### config.mk
export PLATFORM = sky130hd
export DESIGN_NAME = sif_bridge
export DESIGN_NICKNAME = d
export VERILOG_FILES = /design/src/rtl/sif_bridge.sv
export SDC_FILE = /design/constraint.sdc
export NUM_CORES = 1
export LEC_CHECK = 0
export ABC_AREA = 1
export BUFFER_PORTS_ARGS = -buffer_cell sky130_fd_sc_hd__buf_2
export CAP_MARGIN = 10
export CORE_ASPECT_RATIO = 0.5
export CORE_MARGIN = 3
export CORE_UTILIZATION = 54
export CTS_BUF_LIST = sky130_fd_sc_hd__clkbuf_8
export CTS_CLUSTER_DIAMETER = 100
export DETAILED_ROUTE_END_ITERATION = 10
export PLACE_DENSITY_LB_ADDON = 0.15
export SYNTH_ARGS = -nofsm -noshare
export SYNTH_HDL_FRONTEND = slang
export SYNTH_SLANG_ARGS = --single-unit
### constraint.sdc
create_clock -name clk -period 17.15 [get_ports clk]
set_clock_uncertainty 0.1 [all_clocks]
set_input_delay 1.715 -clock clk [delete_from_list [all_inputs] [get_ports clk]]
set_output_delay 1.715 -clock clk [all_outputs]
set_load 0.02 [all_outputs]
### src/rtl/sif_bridge.sv
// XA-to-WA write bridge: local register file with registered reads, plus an
// in-order forwarding FIFO toward the WA sink with sticky overflow reporting.
module sif_bridge #(
  parameter int unsigned DATA_W     = 16,
  parameter int unsigned ADDR_W     = 16,
  parameter int unsigned REG_CNT    = 16,
  parameter int unsigned FIFO_DEPTH = 4
) (
  input  logic              clk,
  input  logic              rst,
  input  logic              xa_wr_s,
  input  logic              xa_rd_s,
  input  logic [ADDR_W-1:0] xa_addr,
  input  logic [DATA_W-1:0] xa_data_wr,
  output logic              xa_wr_rdy,
  output logic [DATA_W-1:0] xa_data_rd,
  output logic              xa_rd_vld,
  output logic              wa_wr_s,
  output logic [ADDR_W-1:0] wa_addr,
  output logic [DATA_W-1:0] wa_data_wr,
  input  logic              wa_rdy,
  output logic              ovf_err
);

  localparam int unsigned IdxW   = (REG_CNT > 1) ? $clog2(REG_CNT) : 1;
  localparam int unsigned PtrW   = (FIFO_DEPTH > 1) ? $clog2(FIFO_DEPTH) : 1;
  localparam int unsigned CntW   = PtrW + 1;
  localparam int unsigned EntryW = ADDR_W + DATA_W;

  logic [DATA_W-1:0] regs_q [REG_CNT];
  logic [EntryW-1:0] mem_q  [FIFO_DEPTH];

  logic [PtrW-1:0]   wr_ptr_q, wr_ptr_d;
  logic [PtrW-1:0]   rd_ptr_q, rd_ptr_d;
  logic [CntW-1:0]   cnt_q, cnt_d;
  logic              ovf_q, ovf_d;
  logic [DATA_W-1:0] rd_data_q, rd_data_d;
  logic              rd_vld_q;

  logic              in_range;
  logic [IdxW-1:0]   idx;
  logic              push, pop;
  logic [EntryW-1:0] head;

  always_comb begin
    in_range  = (xa_addr >> IdxW) == '0;
    idx       = xa_addr[IdxW-1:0];
    xa_wr_rdy = cnt_q != CntW'(FIFO_DEPTH);
    wa_wr_s   = cnt_q != '0;
    push      = xa_wr_s && xa_wr_rdy;
    pop       = wa_wr_s && wa_rdy;
    head      = mem_q[rd_ptr_q];
  end

  always_comb begin
    wr_ptr_d  = wr_ptr_q;
    rd_ptr_d  = rd_ptr_q;
    cnt_d     = cnt_q;
    ovf_d     = ovf_q;
    rd_data_d = rd_data_q;
    if (push) wr_ptr_d = wr_ptr_q + PtrW'(1);
    if (pop)  rd_ptr_d = rd_ptr_q + PtrW'(1);
    if (push && !pop) cnt_d = cnt_q + CntW'(1);
    if (pop && !push) cnt_d = cnt_q - CntW'(1);
    if (xa_wr_s && !xa_wr_rdy) ovf_d = 1'b1;
    // Read samples the register file before this cycle's write lands.
    if (xa_rd_s) rd_data_d = in_range ? regs_q[idx] : '0;
  end

  always_ff @(posedge clk or posedge rst) begin
    if (rst) begin
      wr_ptr_q  <= '0;
      rd_ptr_q  <= '0;
      cnt_q     <= '0;
      ovf_q     <= 1'b0;
      rd_data_q <= '0;
      rd_vld_q  <= 1'b0;
    end else begin
      wr_ptr_q  <= wr_ptr_d;
      rd_ptr_q  <= rd_ptr_d;
      cnt_q     <= cnt_d;
      ovf_q     <= ovf_d;
      rd_data_q <= rd_data_d;
      rd_vld_q  <= xa_rd_s;
    end
  end

  always_ff @(posedge clk or posedge rst) begin
    if (rst) begin
      for (int i = 0; i < int'(REG_CNT); i++) regs_q[i] <= '0;
    end else if (push && in_range) begin
      regs_q[idx] <= xa_data_wr;
    end
  end

  // Storage is cleared so the WA head reads zero while in reset.
  always_ff @(posedge clk or posedge rst) begin
    if (rst) begin
      for (int i = 0; i < int'(FIFO_DEPTH); i++) mem_q[i] <= '0;
    end else if (push) begin
      mem_q[wr_ptr_q] <= {xa_addr, xa_data_wr};
    end
  end

  assign wa_addr    = head[EntryW-1:DATA_W];
  assign wa_data_wr = head[DATA_W-1:0];
  assign xa_data_rd = rd_data_q;
  assign xa_rd_vld  = rd_vld_q;
  assign ovf_err    = ovf_q;

endmodule
==> flow_summary.json <==
{
  "net-switching-power_w": 0.0009317,
  "crit_type": "input pin to flip-flop",
  "p_leak_nw": 11.97,
  "seq_power_share_pct": 44.4,
  "avg_vias_per_cell": 5.528,
  "vdd_ir_drop_max_uv": 174.3,
  "p_sw_share_pct": 34.87,
  "overflow": 0,
  "number_of_antenna_violations_at_the_first_check_in_global_routing": 0,
  "finalHoldViolations": 0,
  "outcome": "finished, final reports clean",
  "finalSetupTns_ns": 0,
  "hold_path.class": "flip-flop to flip-flop",
  "total_area_of_multi_input_combinational_cells_mm2": 0.008403,
  "synth_cell_types": 26,
  "via_count_of_the_first_global_routing_pass": 16059,
  "max_clock_freq_mhz": 207.0,
  "pwr-share-comb_pct": 25.7,
  "register_clock_pin_slew_on_the_reported_worst_setup_and_hold_paths_ns": 0.06,
  "worst_skew_pair.late_latency_ns": 0.60,
  "dp.final_hpwl_mm": 33.35,
  "route.vias.total": 17224,
  "crit_fanout": 78,
  "setup_viol_count_final": 0,
  "fp-row-count": 48,
  "seq_area_mm2": 0.01024,
  "grt_util_all_layers_pct": 29.07,
  "start_util_pct": 56.14,
  "rsz0062_at_grt": "false",
  "cts.htree.levels": 2,
  "setup.worst_path.end_class": "flip-flop",
  "ctsRootBufferMaster": "sky130_fd_sc_hd__clkbuf_8",
  "die_w_um": 277.0,
  "postSynthCellCount": 2625,
  "layout_cells_sized_above_1_pct": 9.201,
  "gpl.final_weighted_congestion": 0.9354,
  "buffer_ports.inserted": 88,
  "cp.required_ns": 17.55,
  "route.detailed.drc": 0,
  "arrival_time_at_the_worst_endpoint_ns": 5.23,
  "power_frac_clock_pct": 29.9,
  "ant_nets": 0,
  "cts_resized": 0,
  "mean_syn_cell_area_um2": 7.552,
  "drt_pass1_iterations": 5,
  "cts_setup_buffers": 0,
  "layout_worst_path_cycle_share_pct": 28.17,
  "report.final.slew_viol_count": 0,
  "yosys_warnings": 0,
  "synth.yosys.seq_area_share_pct": 51.63,
  "cell_internal_pwr_w": 0.001741,
  "numCtsBuffers": 56,
  "powerDensity_mw_per_mm2": 126.1,
  "clockBufferDepth": 3,
  "wl_per_cell_um": 18.26,
  "n_antenna_cell": 0,
  "fp.coreArea_mm2": 0.03531,
  "drtIter0Drc": 2044,
  "dpl_cell_area_mm2": 0.02001,
  "layout.cell_area.non_filler_mm2": 0.02119,
  "syn_to_final_growth_pct": 6.867,
  "largest_net_degree_at_the_start_of_global_routing": 184,
  "slew_at_the_pin_closest_to_its_max_slew_limit_ns": 1.184,
  "synth.ff_latch_count": 409,
  "start_kind": "input pin",
  "period_minus_slack_ns": 4.830,
  "drt_wl_total_mm": 56.90,
  "cts_tree": "yes",
  "cts_hold_buf": 0,
  "synthesis.area_mm2": 0.01983,
  "boundaryPins": 89,
  "layout.filler_cells": 3326,
  "synth_fp_nets": 2668,
  "grt_pass1_wl_mm": 90.80,
  "dieArea_mm2": 0.03919,
  "maxSlewHeadroom_pct": 20.80,
  "finish.net_count": 2645,
  "chipHeight_um": 141.5,
  "cts.sink_count": 409,
  "maxCapViolCount": 0
}
[cell usage after synthesis, drive strengths merged]
cell	number	area, um^2
o21ai	211	1056
nor2	90	442.9
clkinv	3	11.26
xnor2	1	8.760
a21oi	1	5.000
nand4	2	12.51
o22ai	32	200.2
ha	5	62.56
inv	46	172.7
clkbuf	74	277.8
xor2	3	26.28
fa	1	20.02
dfrtp	409	10230
nand2	1376	5260
nand3	258	1296
o21bai	1	7.510
buf	112	730.7
[layer usage]
layer	wire length, um	global-route usage [%]
met5	0	0
met4	1194	7.671
met3	4788	5.557
met2	25100	44.32
met1	25820	42.94
[final timing paths]
kind                                         from                       to  slack (ns)  depth (start not counted)
setup / recovery                      xa_addr[13]   regs_q[54]$_DFFE_PP0P_       12.32                         12
hold / removal             regs_q[64]$_DFFE_PP0P_   regs_q[64]$_DFFE_PP0P_        0.37                          2
setup reg to reg             cnt_q[0]$_DFFE_PP0P_   regs_q[54]$_DFFE_PP0P_       13.35                         10
hold reg to reg            regs_q[64]$_DFFE_PP0P_   regs_q[64]$_DFFE_PP0P_        0.37                          2
max in group asynchronous                     rst  regs_q[134]$_DFFE_PP0P_       13.60                          4
min in group asynchronous                     rst     cnt_q[2]$_DFFE_PP0P_        1.08                          2
[registers in the layout, indices dropped and copies added (netlist names)]
| register | count |
|---|---|
| regs_q | 256 |
| mem_q | 128 |
| xa_data_rd | 16 |
| rd_ptr_q | 2 |
| ovf_err | 1 |
| xa_rd_vld | 1 |
| cnt_q | 3 |
| wr_ptr_q | 2 |
[cells by family after synthesis]
group                    Yosys count  synth area share [%]
AO/OA/AOI/OAI                    245                 6.399
XOR/XNOR                           4                0.1767
adder cells (fa/ha/maj)            6                0.4165
buffers and inverters            235                 6.014
flip-flops                       409                 51.63
AND/OR/NAND/NOR                 1726                 35.37
[worst max-delay path: stages]
cell	delay [ns]
sky130_fd_sc_hd__buf_2	0.09
sky130_fd_sc_hd__inv_1	0.14
sky130_fd_sc_hd__nand4_1	0.11
sky130_fd_sc_hd__nor2_1	0.09
sky130_fd_sc_hd__nand2_1	0.16
sky130_fd_sc_hd__nor2_4	0.13
sky130_fd_sc_hd__buf_4	0.49
sky130_fd_sc_hd__buf_4	0.77
sky130_fd_sc_hd__buf_4	0.78
sky130_fd_sc_hd__nand2_2	0.42
sky130_fd_sc_hd__nand2_1	0.16
sky130_fd_sc_hd__nand2_1	0.06
[cell type report]
type	instances	area share (%)
repair buffers	105	2.752
multi-input cells	1981	39.66
clock buffers	69	4.482
inverters	49	0.9154
clock inverters	28	1.069
well taps	475	2.805
flip-flops and latches	409	48.31
[stage by stage]
| step | std cells | util, % | hold WS (ns) | total power [W] | worst slack [ns] |
|---|---|---|---|---|---|
| after CTS | 3116 | 60.00 | 0.3740 | 0.002686 | 12.46 |
| after detailed placement | 3019 | 56.66 | 0.3580 | 0.001891 | 11.79 |
| after global routing | 3116 | 60.00 | 0.3889 | 0.002835 | 12.09 |
| after floorplan | 2625 | - | 0.3417 | 0.001677 | 3.955 |
| final | 3116 | 60.00 | 0.3717 | 0.002672 | 12.32 |
| after global placement | 3019 | 56.66 | 0.3528 | 0.001876 | 11.85 |
[cell usage in the layout (no fill, tap or decap)]
master / netlist / layout
sky130_fd_sc_hd__o22ai_1: 32 / 32
sky130_fd_sc_hd__fa_1: 1 / 1
sky130_fd_sc_hd__inv_2: 9 / 10
sky130_fd_sc_hd__nor2_1: 70 / 70
sky130_fd_sc_hd__buf_12: 0 / 1
sky130_fd_sc_hd__xor2_1: 3 / 3
sky130_fd_sc_hd__bufinv_16: 0 / 4
sky130_fd_sc_hd__nand3_1: 257 / 257
sky130_fd_sc_hd__clkbuf_8: 0 / 69
sky130_fd_sc_hd__clkinv_2: 0 / 7
sky130_fd_sc_hd__buf_4: 28 / 17
sky130_fd_sc_hd__a21oi_1: 1 / 1
sky130_fd_sc_hd__nor2_4: 11 / 12
sky130_fd_sc_hd__ha_1: 5 / 5
sky130_fd_sc_hd__nand2_2: 14 / 14
sky130_fd_sc_hd__buf_2: 62 / 87
sky130_fd_sc_hd__nand4_1: 2 / 2
sky130_fd_sc_hd__dfrtp_1: 409 / 408
sky130_fd_sc_hd__clkinvlp_4: 0 / 2
sky130_fd_sc_hd__inv_8: 0 / 1
sky130_fd_sc_hd__dfrtp_2: 0 / 1
sky130_fd_sc_hd__nor2_2: 9 / 8
sky130_fd_sc_hd__nand2_1: 1354 / 1354
sky130_fd_sc_hd__nand2_4: 8 / 8
sky130_fd_sc_hd__nand3_2: 1 / 1
sky130_fd_sc_hd__clkinv_1: 3 / 2
sky130_fd_sc_hd__o21ai_0: 211 / 211
sky130_fd_sc_hd__o21bai_1: 1 / 1
sky130_fd_sc_hd__inv_1: 37 / 50
sky130_fd_sc_hd__xnor2_1: 1 / 1
sky130_fd_sc_hd__inv_4: 0 / 1
[power by group through the flow]
| stage | Sequential, W | Clock, W | Combinational [W] |
|---|---|---|---|
| global route | 0.00121 | 0.000860 | 0.000771 |
| detailed placement | 0.00120 | 0 | 0.000689 |
| global placement | 0.00120 | 0 | 0.000678 |
| finish | 0.00119 | 0.000798 | 0.000688 |
| floorplan | 0.00119 | 0 | 0.000489 |
| CTS | 0.00118 | 0.000810 | 0.000691 |
Note: power is estimated with default switching activity, not from simulation.
